[src/rtl/vram_arb_pkg.sv]
// Shared widths and CPU-side state encoding for the VRAM arbiter.
package vram_arb_pkg;
   localparam int VRAM_ADDR_W = 11;   // {row[4:0], col[5:0]}
   localparam int VRAM_DATA_W = 19;   // {rgb[2:0], char_index[15:0]}

   typedef enum logic [1:0] {
      IDLE = 2'd0,
      PEND = 2'd1,
      ACK  = 2'd2
   } cpu_state_t;
endpackage

[src/rtl/vram_arbiter.sv]
// Single-port VRAM arbiter: VGA refresh fetches have absolute priority, CPU
// accesses are buffered and slotted into cycles the display does not need.
module vram_arbiter
   import vram_arb_pkg::*;
#(
   parameter int ADDR_W = VRAM_ADDR_W,
   parameter int DATA_W = VRAM_DATA_W
) (
   input  logic              clk,
   input  logic              reset,
   input  logic              vga_rdn,
   input  logic [ADDR_W-1:0] vga_addr,
   output logic [DATA_W-1:0] vga_data,
   input  logic              cpu_req,
   input  logic              cpu_we,
   input  logic [ADDR_W-1:0] cpu_addr,
   input  logic [DATA_W-1:0] cpu_wdata,
   output logic              cpu_ready,
   output logic [DATA_W-1:0] cpu_rdata,
   output logic [ADDR_W-1:0] ram_addr,
   output logic              ram_we,
   output logic [DATA_W-1:0] ram_wdata,
   input  logic [DATA_W-1:0] ram_rdata,
   output logic [7:0]        stall_cnt
);
   cpu_state_t        state;
   logic              cache_valid;
   logic [ADDR_W-1:0] cache_addr;
   logic              rdn_q;
   logic              vga_grant_q;
   logic              ready_q;
   logic              buf_we;
   logic [ADDR_W-1:0] buf_addr;
   logic [DATA_W-1:0] buf_wdata;
   logic              vga_need;
   logic              cpu_grant;

   // A falling vga_rdn (rdn_q still high) forces a fetch even on a cache hit.
   always_comb begin
      vga_need  = !vga_rdn && (!cache_valid || rdn_q || (vga_addr != cache_addr));
      cpu_grant = (state == PEND) && !vga_need && !reset;
      ram_addr  = cpu_grant ? buf_addr : vga_addr;
      ram_we    = cpu_grant && buf_we;
      ram_wdata = buf_wdata;
   end

   // Reset gates the handshake so a dropped access never shows a ready pulse.
   assign cpu_ready = ready_q && !reset;
   assign cpu_rdata = (cpu_ready && !buf_we) ? ram_rdata : '0;

   always_ff @(posedge clk) begin
      if (reset) begin
         state       <= IDLE;
         cache_valid <= 1'b0;
         cache_addr  <= '0;
         rdn_q       <= 1'b1;
         vga_grant_q <= 1'b0;
         vga_data    <= '0;
         ready_q     <= 1'b0;
         buf_we      <= 1'b0;
         buf_addr    <= '0;
         buf_wdata   <= '0;
         stall_cnt   <= 8'd0;
      end else begin
         rdn_q       <= vga_rdn;
         vga_grant_q <= vga_need;
         ready_q     <= 1'b0;
         if (vga_grant_q)
            vga_data <= ram_rdata;

         // Writing the word the display holds makes the cached copy stale.
         if (vga_need) begin
            cache_addr  <= vga_addr;
            cache_valid <= 1'b1;
         end else if (cpu_grant && buf_we && (buf_addr == cache_addr)) begin
            cache_valid <= 1'b0;
         end

         if ((state == PEND) && (stall_cnt != 8'hFF))
            stall_cnt <= stall_cnt + 8'd1;

         case (state)
            IDLE: if (cpu_req) begin
               buf_we    <= cpu_we;
               buf_addr  <= cpu_addr;
               buf_wdata <= cpu_wdata;
               state     <= PEND;
            end
            PEND: if (cpu_grant) begin
               ready_q <= 1'b1;
               state   <= ACK;
            end
            ACK:     state <= IDLE;
            default: state <= IDLE;
         endcase
      end
   end
endmodule

[config.mk]
export PLATFORM = sky130hd
export DESIGN_NAME = vram_arbiter
export DESIGN_NICKNAME = d
export VERILOG_FILES = /design/src/rtl/vram_arb_pkg.sv /design/src/rtl/vram_arbiter.sv
export SDC_FILE = /design/constraint.sdc
export NUM_CORES = 1
export LEC_CHECK = 0
export BUFFER_PORTS_ARGS = -buffer_cell sky130_fd_sc_hd__buf_2
export CORE_MARGIN = 4
export CORE_UTILIZATION = 25
export CTS_CLUSTER_DIAMETER = 150
export DETAILED_ROUTE_END_ITERATION = 16
export SLEW_MARGIN = 10
export SYNTH_ARGS = -nofsm -noshare
export SYNTH_HDL_FRONTEND = slang
export SYNTH_SLANG_ARGS = --single-unit
[constraint.sdc]
create_clock -name clk -period 3.79 [get_ports clk]
set_input_delay 0.1895 -clock clk [delete_from_list [all_inputs] [get_ports clk]]
set_output_delay 0.1895 -clock clk [all_outputs]
set_load 0.005 [all_outputs]
## Yosys cells after proc, flatten, opt, wreduce, memory -nomap -nowiden

Cells that the tools add are included.

| word-level totals | value |
|---|---|
| register bits | 75 |
| bits of input ports | 65 |
| output and inout bits | 78 |

| cells by class | value |
|---|---|
| bitwise operators | 1 |
| add/subtract/negate cells | 1 |
| multiplexer cells | 8 |
| reductions and logical operators | 20 |
| eq/ne operators | 6 |

Operator list:

| operator | number |
|---|---|
| two-way mux 19 bit | 1 |
| == test 11 bit | 1 |
| two-way mux 11 bit | 1 |
| != test 11 bit | 1 |
| adder 8 x 1 -> 8 bit (second input constant) | 1 |
| logical AND 1 bit | 8 |
| != test 8 bit (second input constant) | 1 |
| zero test 1 bit | 5 |
| two-way mux 2 bit | 2 |
| != test 2 bit (second input constant) | 2 |
| case mux 2 bit (2 select lines) | 1 |
| AND reduction 2 bit | 2 |
| two-way mux 1 bit | 3 |
| == test 2 x 1 -> 1 bit (second input constant) | 1 |
| zero test 2 bit | 1 |
| logical OR 1 bit | 2 |
| nonzero test 2 bit | 1 |
| OR reduction 2 bit | 1 |
| inverter 1 bit | 1 |

## Depth between registers and ports, before layout

Gate-level depths: netlist of run 1.

| logic depth | value |
|---|---|
| word-level depth | 11 |
| mapped depth | 6 |

## Worst setup path before layout of run 1

Ideal clock, no wire load.

| timing path | value |
|---|---|
| kind | flip-flop to output port |
| from | register cache_addr[0] |
| to | output port ram_addr[3] |
| cell stages (with the launch flop) | 6 |
| slack | 2.158 ns |
| data required time | 3.601 ns |
| data arrival time | 1.443 ns |
| path through | dfxtp_1 xnor2_1 nand4_2 buf_6 or4_1 nand3_1 |

| between the ends | value |
|---|---|
| longest elaborated chain between the ends | 7 |

Ends and longest elaborated chain:

| element | line | source |
|---|---|---|
| start: declaration | vram_arbiter.sv:28 | `logic [ADDR_W-1:0] cache_addr;` |
| start signal: assignment | vram_arbiter.sv:73 | `cache_addr <= vga_addr;` |
| != test 11 bit | vram_arbiter.sv:40 | `vga_need = !vga_rdn && (!cache_valid \|\| rdn_q \|\| (vga_addr != cache_addr));` |
| logical OR 1 bit | vram_arbiter.sv:40 |  |
| logical AND 1 bit | vram_arbiter.sv:40 |  |
| zero test 1 bit | vram_arbiter.sv:41 | `cpu_grant = (state == PEND) && !vga_need && !reset;` |
| logical AND 1 bit (2 in a row) | vram_arbiter.sv:41 |  |
| two-way mux 11 bit | vram_arbiter.sv:42 | `ram_addr = cpu_grant ? buf_addr : vga_addr;` |
| end: declaration | vram_arbiter.sv:20 | `output logic [ADDR_W-1:0] ram_addr,` |

No other way between the ends.

## Final worst setup path of run 1

| timing path | value |
|---|---|
| from | register cache_addr[10] |
| to | output port ram_addr[9] |

The elaborated chain is that of the path after synthesis.

==> impl_metrics.yaml, run 1 <==
status:
  status: "finished clean"
clock_network:
  ctsHoldBuffers: 0
  post_cts_buffers: 0
  clk_pin_slew_ns: 0.06
  htreeDepth: 3
  root_buffer: "clkbuf_16"
  clk_latency_ns: 0.33
  cts_made_buffers: 9
  cts_tree: "built"
  cts.sinks: 75
  clockBufferDepth: 2
  cts.repair.resized: 0
synth:
  synth.area.top_cells: "dfxtp_1 38%, nand2_1 7.2%, xnor2_1 5.1%"
  seq_area_frac_synth_pct: 38.2
  synth_nets: 557
  synth_top_area_share_pct: 38.2
  synth_edf_count: 0
  yosys.area.top_type: "dfxtp_1"
  synth_seq_cells: 75
  synth_area_per_cell_um2: 8.01
  synth_area_um2: 3940
  ys_warn_count: 0
  synth_cell_type_count: 37
  synth_flop_cell: "dfxtp_1"
  netlist_instances: 491
  synthArstFlopShare_pct: 0
routing:
  routed_wirelength_um: 11800
  wl_per_cell_um: 14.3
  vias: 3859
  ant_nets: 0
  drt_pre_antenna_iters: 4
  via_per_inst: 4.68
  first_iter_violations: 243
  drc_errors: 0
grt:
  grt_max_degree: 47
  grt_pass1_vias: 3612
  antenna_found_initial: 1
  grt_use_total_pct: 13.1
  overflow: 0
  grt_pass1_wl_um: 18700
cells_and_area:
  area_delta_synth_final_pct: 28.4
  nets: 677
  fillers: 1683
  regArea_um2: 1500
  drive_gt1_share_pct: 26.9
  antenna_cells: 0
  multi_input_area_um2: 2270
  instances_no_fill: 825
pwr:
  p_leak_nw: 2.16
  vdd_ir_drop_max_uv: 210
  power.density_nw_per_um2: 390
timing:
  slew_headroom_pct: 26.6
  setup_viol: 0
  hold_viol: 0
  fin_crit_ns: 2.79
  fmax_mhz: 359
  holdWs_ns: 0.0923
  skew_ns: 0.00633
  worstMarginPinSlew_ns: 1.10
  fin_tns_setup_ns: 0
  period_share_pct: 73.5
  worst_slack_ns: 1.00
  grt_setup_unrepaired: "false"
  drv_slew: 0
flow_run:
  max_cap_viol_count: 0
setup_path:
  critPathLaunchType: "register"
  rrSetupSlack_ns: 1.77
  cp.arrival_ns: 2.60
  crit_fanout: 18
  crit_path_top_delay_cell: "nand4_1"
  worst_setup_path_end_kind: "output pin"
  slowest_delay_ns: 0.59
  cp_data_required_time_ns: 3.60
  worstPathCellList: "xnor2_1 > nand4_1 > buf_4 > or4_1 > nand3_1 > buf_2"
  worst-setup-path-type: "register to output pin"
floorplan:
  die_area_um2: 17800
  ios: 143
  die_h_um: 133
  dieWidth_um: 133
  rows: 45
  core_um2: 15300
  initial_core_util_pct: 25.7
place:
  place_congestion: 0.763
  dpl.cell_count: 811
  dp_slack_ns: 1.35
  port_buffers: 142
  dpl.hpwl_um: 8330
worst_hold_path:
  min_path_type: "input port to register"
[per-layer routing]
layer  share of wire [%]  wire, µm  up-vias  GRT usage, %
met5                0.11        13        -             0
met1                  44      5210     1733          16.9
met3                 9.8      1160        9          5.63
met4                 1.0       119        2          3.09
met2                  45      5260      139          20.2
li1                    -         -     1976             -
[synthesized netlist by cell type (2+ instances only)]
library cell	n
a22oi_1	11
buf_2	8
nor2_1	28
dfxtp_1	75
buf_1	6
nand4_2	2
nor2b_1	27
mux2i_1	20
a21oi_1	33
nand2_1	76
nand3_1	23
nor3b_1	11
nand4_1	16
xnor2_1	23
nand2b_1	2
o211ai_1	3
and2_1	23
o21ai_0	23
and4_1	3
and3_1	12
a221oi_1	11
clkbuf_1	24
and4b_1	2
xor2_1	5
or4_1	12
[critical path, delay by kind of cell (launching register included)]
kind	cells	cell delay [ns]
AND/OR/NAND/NOR	3	1.13
buffers and inverters	2	0.58
flip-flops	1	0.34
XOR/XNOR	1	0.21
[placed cells by master (no fill, tap or decap), types with 5 or more instances in the layout]
cell,Yosys,final
a21oi_1,33,33
or4_1,12,12
o21ai_0,23,23
a22oi_1,11,11
and2_1,23,23
nor2_1,28,28
buf_4,0,6
nor2b_1,27,27
clkbuf_16,0,9
buf_2,8,142
and3_1,12,12
nand2_1,76,76
nand3_1,23,23
dfxtp_1,75,75
nand4_1,16,16
xnor2_1,23,23
a221oi_1,11,11
nor3b_1,11,11
mux2i_1,20,20
xor2_1,5,5
[final cells by class]
class	count	area share [%]
flip-flops and latches	75	29.7
clock inverters	2	0.272
inverters	1	0.0743
clock buffers	12	4.88
repair buffers	148	15.0
well taps	211	5.23
multi-input cells	376	44.9
[per-stage QoR]
step                      cell area (µm²)  power [mW]  util [%]
after floorplan                      3940        1.09         -
after global placement               4790        1.23      31.3
after detailed placement             4790        1.23      31.3
after CTS                            5050        2.00      33.0
after global routing                 5050        2.09      33.0
final                                5050        1.97      33.0
[logic make-up (layout without fill, tap and decap cells)]
logic type,Yosys count,in the layout,synth area share [%]
XOR/XNOR,28,28,6.23
AO/OA/AOI/OAI,86,86,13.3
flip-flops,75,75,38.2
buffers and inverters,40,163,4.26
multiplexers,20,20,5.09
adder cells (fa/ha/maj),1,1,0.318
AND/OR/NAND/NOR,241,241,32.6
[sequential cells by signal, summed over array words and instances (netlist names)]
register,count
ram_wdata,19
vga_data,19
buf_addr,11
cache_addr,11
stall_cnt,8
state,2
buf_we,1
cache_valid,1
rdn_q,1
ready_q,1
vga_grant_q,1
[report_power, final]
group,internal (mW),total [mW],switching (mW)
combinational,0.145,0.322,0.177
clock,0.454,0.765,0.311
sequential,0.839,0.885,0.0460
total,1.44,1.97,0.534
[worst paths after layout]
path | from | to | cells after the start
max | cache_addr[10] | ram_addr[9] | 6
min | cpu_wdata[2] | ram_wdata[2] | 3
max reg2reg | cache_addr[10] | cache_addr[7] | 5
min reg2reg | ram_wdata[2] | ram_wdata[2] | 2
Note: power is estimated with default switching activity, not from simulation.
==> run 2, diff against run 1 <==
- ABC_AREA: not set -> 1
- clock period: 3.79 -> 2.3 ns (I/O delays scaled with it)
==> impl_metrics.yaml, run 2 <==
clock_network:
  ctsHoldBuffers: 0
  cts_made_buffers: 9
  cts.sinks: 75
  htreeDepth: 3
  cts_tree: "built"
  post_cts_buffers: 0
  root_buffer: "clkbuf_16"
  clk_pin_slew_ns: 0.06
  cts.repair.resized: 0
  clockBufferDepth: 2
  clk_latency_ns: 0.34
routing:
  ant_nets: 0
  via_per_inst: 4.18
  drt_pre_antenna_iters: 4
  routed_wirelength_um: 9650
  drc_errors: 0
  first_iter_violations: 140
  vias: 3339
  wl_per_cell_um: 12.1
floorplan:
  core_um2: 13200
  dieWidth_um: 124
  ios: 143
  initial_core_util_pct: 25.4
  rows: 42
  die_h_um: 124
  die_area_um2: 15300
cells_and_area:
  instances_no_fill: 799
  finish.utilization_pct: 34.1
  antenna_cells: 0
  layout_common_cells: "142 x buf_2, 113 x nor2_1, 75 x dfxtp_1"
  nets: 684
  final_common_cell: "buf_2"
  fin_area_um2: 4490
  area_delta_synth_final_pct: 34.2
  drive_gt1_share_pct: 29.4
synth:
  netlist_instances: 481
  synth_area_per_cell_um2: 6.96
  synthArstFlopShare_pct: 0
  synth.most_common_cell: "nor2_1"
  synth_area_um2: 3350
  synth_nets: 547
  yosys-top-cells-count: "113 x nor2_1, 75 x dfxtp_1, 74 x nand2_1, 63 x o21ai_0, 52 x inv_1"
  ys_warn_count: 0
  synth_seq_cells: 75
  yosys.area.top_type: "dfxtp_1"
  seq_area_frac_synth_pct: 44.8
  synth_flop_cell: "dfxtp_1"
  synth.area.top_cells: "dfxtp_1 45%, nor2_1 13%, o21ai_0 9.4%"
  synth_cell_type_count: 26
  synth_top_area_share_pct: 44.8
  synth_edf_count: 0
grt:
  grt_pass1_vias: 3114
  antenna_found_initial: 2
  grt_max_degree: 39
  grt_use_total_pct: 12.8
  overflow: 0
  grt_pass1_wl_um: 15200
timing:
  fin_tns_setup_ns: 0
  slew_headroom_pct: 56.9
  period_share_pct: 88.7
  worstMarginPinSlew_ns: 0.644
  fin_crit_ns: 2.04
  skew_ns: 0.00603
  worst_slack_ns: 0.260
  fmax_mhz: 490
  setup_viol: 0
  grt_setup_unrepaired: "false"
  hold_viol: 0
  drv_slew: 0
worst_hold_path:
  min_path_type: "input port to register"
setup_path:
  crit_path_top_delay_cell: "dfxtp_1"
  path_delay_family: "simple AND/OR/NAND/NOR gates"
  worstPathCellList: "nand2_1 > nand2_1 > nand2_1 > nor2_1 > nand3_2 > nand2_4 > nand2_4 > inv_4 > nand2_1 > o21ai_1 > buf_2"
  critPathLaunchType: "register"
  cp.arrival_ns: 1.92
  critical_path.most_common_cell: "nand2_1"
  cp_data_required_time_ns: 2.18
  worst-setup-path-type: "register to output pin"
  crit_fanout: 15
  slowest_delay_ns: 0.39
  worst_setup_path_end_kind: "output pin"
  crit_buf_inv: 2
place:
  dp_slack_ns: 0.602
  dpl_cell_area_um2: 4210
  port_buffers: 142
  dpl.hpwl_um: 7160
  place_congestion: 0.780
  dpl.cell_count: 783
pwr:
  vdd_ir_drop_max_uv: 278
  power.density_nw_per_um2: 722
  p_leak_nw: 2.31
status:
  status: "finished clean"
flow_run:
  max_cap_viol_count: 0
[run 2: cell types whose count changed after synthesis, sizes merged, moves of 19 or more]
| cell | change |
|---|---|
| and2 | -23 |
| inv | +60 |
| mux2i | -20 |
| nand3 | -19 |
| nor2 | +87 |
| nor2b | -27 |
| o21ai | +51 |
[run 2: stage by stage]
step / hold slack (ns) / total power [mW]
finish: 0.0277 / 3.24
global route: 0.0303 / 3.42
CTS: 0.0132 / 3.30
detailed placement: 0.375 / 1.96
global placement: 0.369 / 1.96
floorplan: 0.253 / 1.75
[run 2: worst register-to-register path: stages, from the launching register on]
cell and delay [ns]:
dfxtp_1 0.39, ha_1 0.21, inv_1 0.09, nor4_4 0.25, nand2_1 0.10, nand2_2 0.18
inv_2 0.11, o21ai_1 0.09, a21oi_1 0.07
[run 2: cells by family after synthesis]
family | share of synthesized area (%)
xor gates and xnor gates | 4.45
adders and majority gates | 0.373
AOI/OAI and AO/OA | 16.0
buffers and inverters | 10.2
DFF | 44.8
and+or+nand+nor | 24.1
[run 2: routing by layer]
metal / wire length (µm) / global-route usage [%] / up-vias
li1: - / - / 1768
met1: 4410 / 16.1 / 1449
met2: 4320 / 20.0 / 102
met3: 709 / 4.00 / 16
met4: 177 / 5.81 / 4
met5: 27 / 0 / -
[run 2: area by class of cell]
class	count	area [µm²]
Clock inverter	6	41.3
Timing Repair Buffer	147	748
Sequential cell	75	1500
Tap cell	176	220
Fill cell	1465	8700
Clock buffer	10	239
Inverter	63	239
Multi-Input combinational cell	322	1510
[run 2: final timing paths]
check	from	to	slack, ns	cells past startpoint
setup / recovery	cache_addr[10]	ram_addr[0]	0.26	11
hold / removal	cpu_addr[4]	buf_addr[4]	0.03	3
setup reg to reg	stall_cnt[0]	stall_cnt[2]	0.70	8
hold reg to reg	ram_wdata[2]	ram_wdata[2]	0.48	2
[run 2: where the power goes]
| group | leakage, nW | internal, mW | switching [mW] |
|---|---|---|---|
| sequential | 0.620 | 1.40 | 0.0605 |
| combinational | 1.56 | 0.201 | 0.268 |
| clock | 0.130 | 0.757 | 0.562 |
==> run 3, diff against run 2 <==
- PLACE_DENSITY: not set -> 0.51
==> impl_metrics.yaml, run 3 (synthesis gave the netlist of run 2 again) <==
worst_hold_path:
  min_path_cells: 3
  min_to: "ram_wdata[5]"
  worstHoldStart: "cpu_wdata[5]"
  min_path_type: "input port to register"
timing:
  slew_headroom_pct: 55.5
  holdWs_ns: 0.0299
  hold_viol: 0
  period_share_pct: 90.3
  setup_viol: 0
  drv_slew: 0
  worstMarginPinSlew_ns: 0.666
  worst_slack_ns: 0.223
  skew_ns: 0.00450
  fin_tns_setup_ns: 0
  fin_crit_ns: 2.08
  grt_setup_unrepaired: "false"
  fmax_mhz: 481
routing:
  drc_errors: 0
  ant_nets: 0
  via_per_inst: 4.23
  vias: 3387
  wl_per_cell_um: 12.1
  drt_pre_antenna_iters: 4
  first_iter_violations: 167
  routed_wirelength_um: 9670
setup_path:
  r2r_end: "stall_cnt[2]"
  critical_path.most_common_cell: "nand2_1"
  slowest_delay_ns: 0.41
  cp.arrival_ns: 1.96
  worstPathCellList: "inv_2 > nand2_1 > nand2_1 > clkinv_1 > nand2_1 > nor2_2 > nand3_2 > nand2_4 > nand2_4 > inv_4 > nand2_1 > o21ai_1 > buf_2"
  cp_data_required_time_ns: 2.18
  path_delay_family: "simple AND/OR/NAND/NOR gates"
  crit_path_top_delay_cell: "dfxtp_1"
  crit_fanout: 15
  crit_buf_inv: 4
  r2r_cells: 8
  reg2reg_from: "stall_cnt[0]"
  critPathLaunchType: "register"
  worst-setup-path-type: "register to output pin"
  rrSetupSlack_ns: 0.68
  worst_setup_path_end_kind: "output pin"
cells_and_area:
  layout_common_cells: "142 x buf_2, 113 x nor2_1, 75 x dfxtp_1"
  final_common_cell: "buf_2"
  antenna_cells: 0
  regArea_um2: 1500
  fillers: 1409
  multi_input_area_um2: 1510
  drive_gt1_share_pct: 29.5
  area_delta_synth_final_pct: 36.6
  fin_area_um2: 4580
  nets: 685
floorplan:
  die_area_um2: 15300
  core_um2: 13200
  dieWidth_um: 124
  ios: 143
  die_h_um: 124
  initial_core_util_pct: 25.4
  rows: 42
grt:
  overflow: 0
  antenna_found_initial: 1
  grt_pass1_wl_um: 15200
  grt_pass1_vias: 3144
  grt_max_degree: 39
  grt_use_total_pct: 12.8
pwr:
  intPower_mw: 2.66
  p_leak_nw: 2.35
  combPwrFrac_pct: 13.2
  power.density_nw_per_um2: 777
  p_sw_mw: 0.898
  sw_frac_of_total_pct: 25.2
  vdd_ir_drop_max_uv: 309
  p_clk_share_pct: 45.7
  p_seq_share_pct: 41.1
place:
  dpl_cell_area_um2: 4230
  place_congestion: 0.824
  port_buffers: 142
  dpl.hpwl_um: 7200
  dp_slack_ns: 0.592
clock_network:
  ctsHoldBuffers: 0
  clk_pin_slew_ns: 0.06
  post_cts_buffers: 0
  root_buffer: "clkbuf_16"
  cts.sinks: 75
  clockBufferDepth: 2
  cts_tree: "built"
  htreeDepth: 3
  cts_made_buffers: 9
  cts.repair.resized: 0
  clk_latency_ns: 0.34
flow_run:
  max_cap_viol_count: 0
status:
  status: "finished clean"
==> run 3: cell types whose count changed in the layout (fill, tap and decap cells not counted), sizes merged <==
cell	before	now
bufinv	0	3
clkinvlp	3	1
buf	147	148
clkbuf	10	9
==> run 3: power groups by stage <==
stage / sequential [mW] / clock [mW] / combinational (mW)
floorplan: 1.48 / 0 / 0.270
global placement: 1.49 / 0 / 0.473
detailed placement: 1.49 / 0 / 0.477
CTS: 1.46 / 1.68 / 0.479
global route: 1.47 / 1.73 / 0.545
finish: 1.46 / 1.62 / 0.471
==> run 3: per-stage QoR <==
stage / power (mW) / util [%] / std cells
3_5_place_dp: 1.97 / 32.1 / 784
2_1_floorplan: 1.75 / - / 481
4_1_cts: 3.62 / 34.7 / 800
3_3_place_gp: 1.96 / 32.1 / 784
5_1_grt: 3.74 / 34.7 / 800
6_report: 3.56 / 34.7 / 800
==> run 3: how the worst max path moves through the flow <==
stage	startpoint	endpoint	slack [ns]	cells after the start
2_1_floorplan	stall_cnt[0]	stall_cnt[2]	0.87	8
3_3_place_gp	cache_addr[9]	ram_addr[10]	0.63	10
3_5_place_dp	cache_addr[10]	ram_addr[0]	0.59	11
4_1_cts	cache_addr[2]	ram_addr[0]	0.18	13
5_1_grt	cache_addr[3]	ram_addr[3]	0.001	11
6_report	cache_addr[2]	ram_addr[0]	0.22	13
==> run 3: per-layer routing <==
layer	vias up	GRT usage, %	wire, µm	part of all wire [%]
met5	-	0	17	0.18
met4	2	6.78	195	2.0
met3	16	3.41	673	7.0
met2	107	19.6	4380	45
met1	1494	16.5	4410	46
li1	1768	-	-	-
==> run 3: layout make-up <==
class                           instances  area share [%]
Clock buffer                            9            4.92
Clock inverter                          7            2.54
Inverter                               63            5.22
Multi-Input combinational cell        322            32.9
Sequential cell                        75            32.8
Tap cell                              176            4.81
Timing Repair Buffer                  148            16.8
==> run 3: tightest hold or removal path, cell delays in order <==
cell and delay, ns:
buf_2 0.07, o21ai_0 0.07, nor2_1 0.08
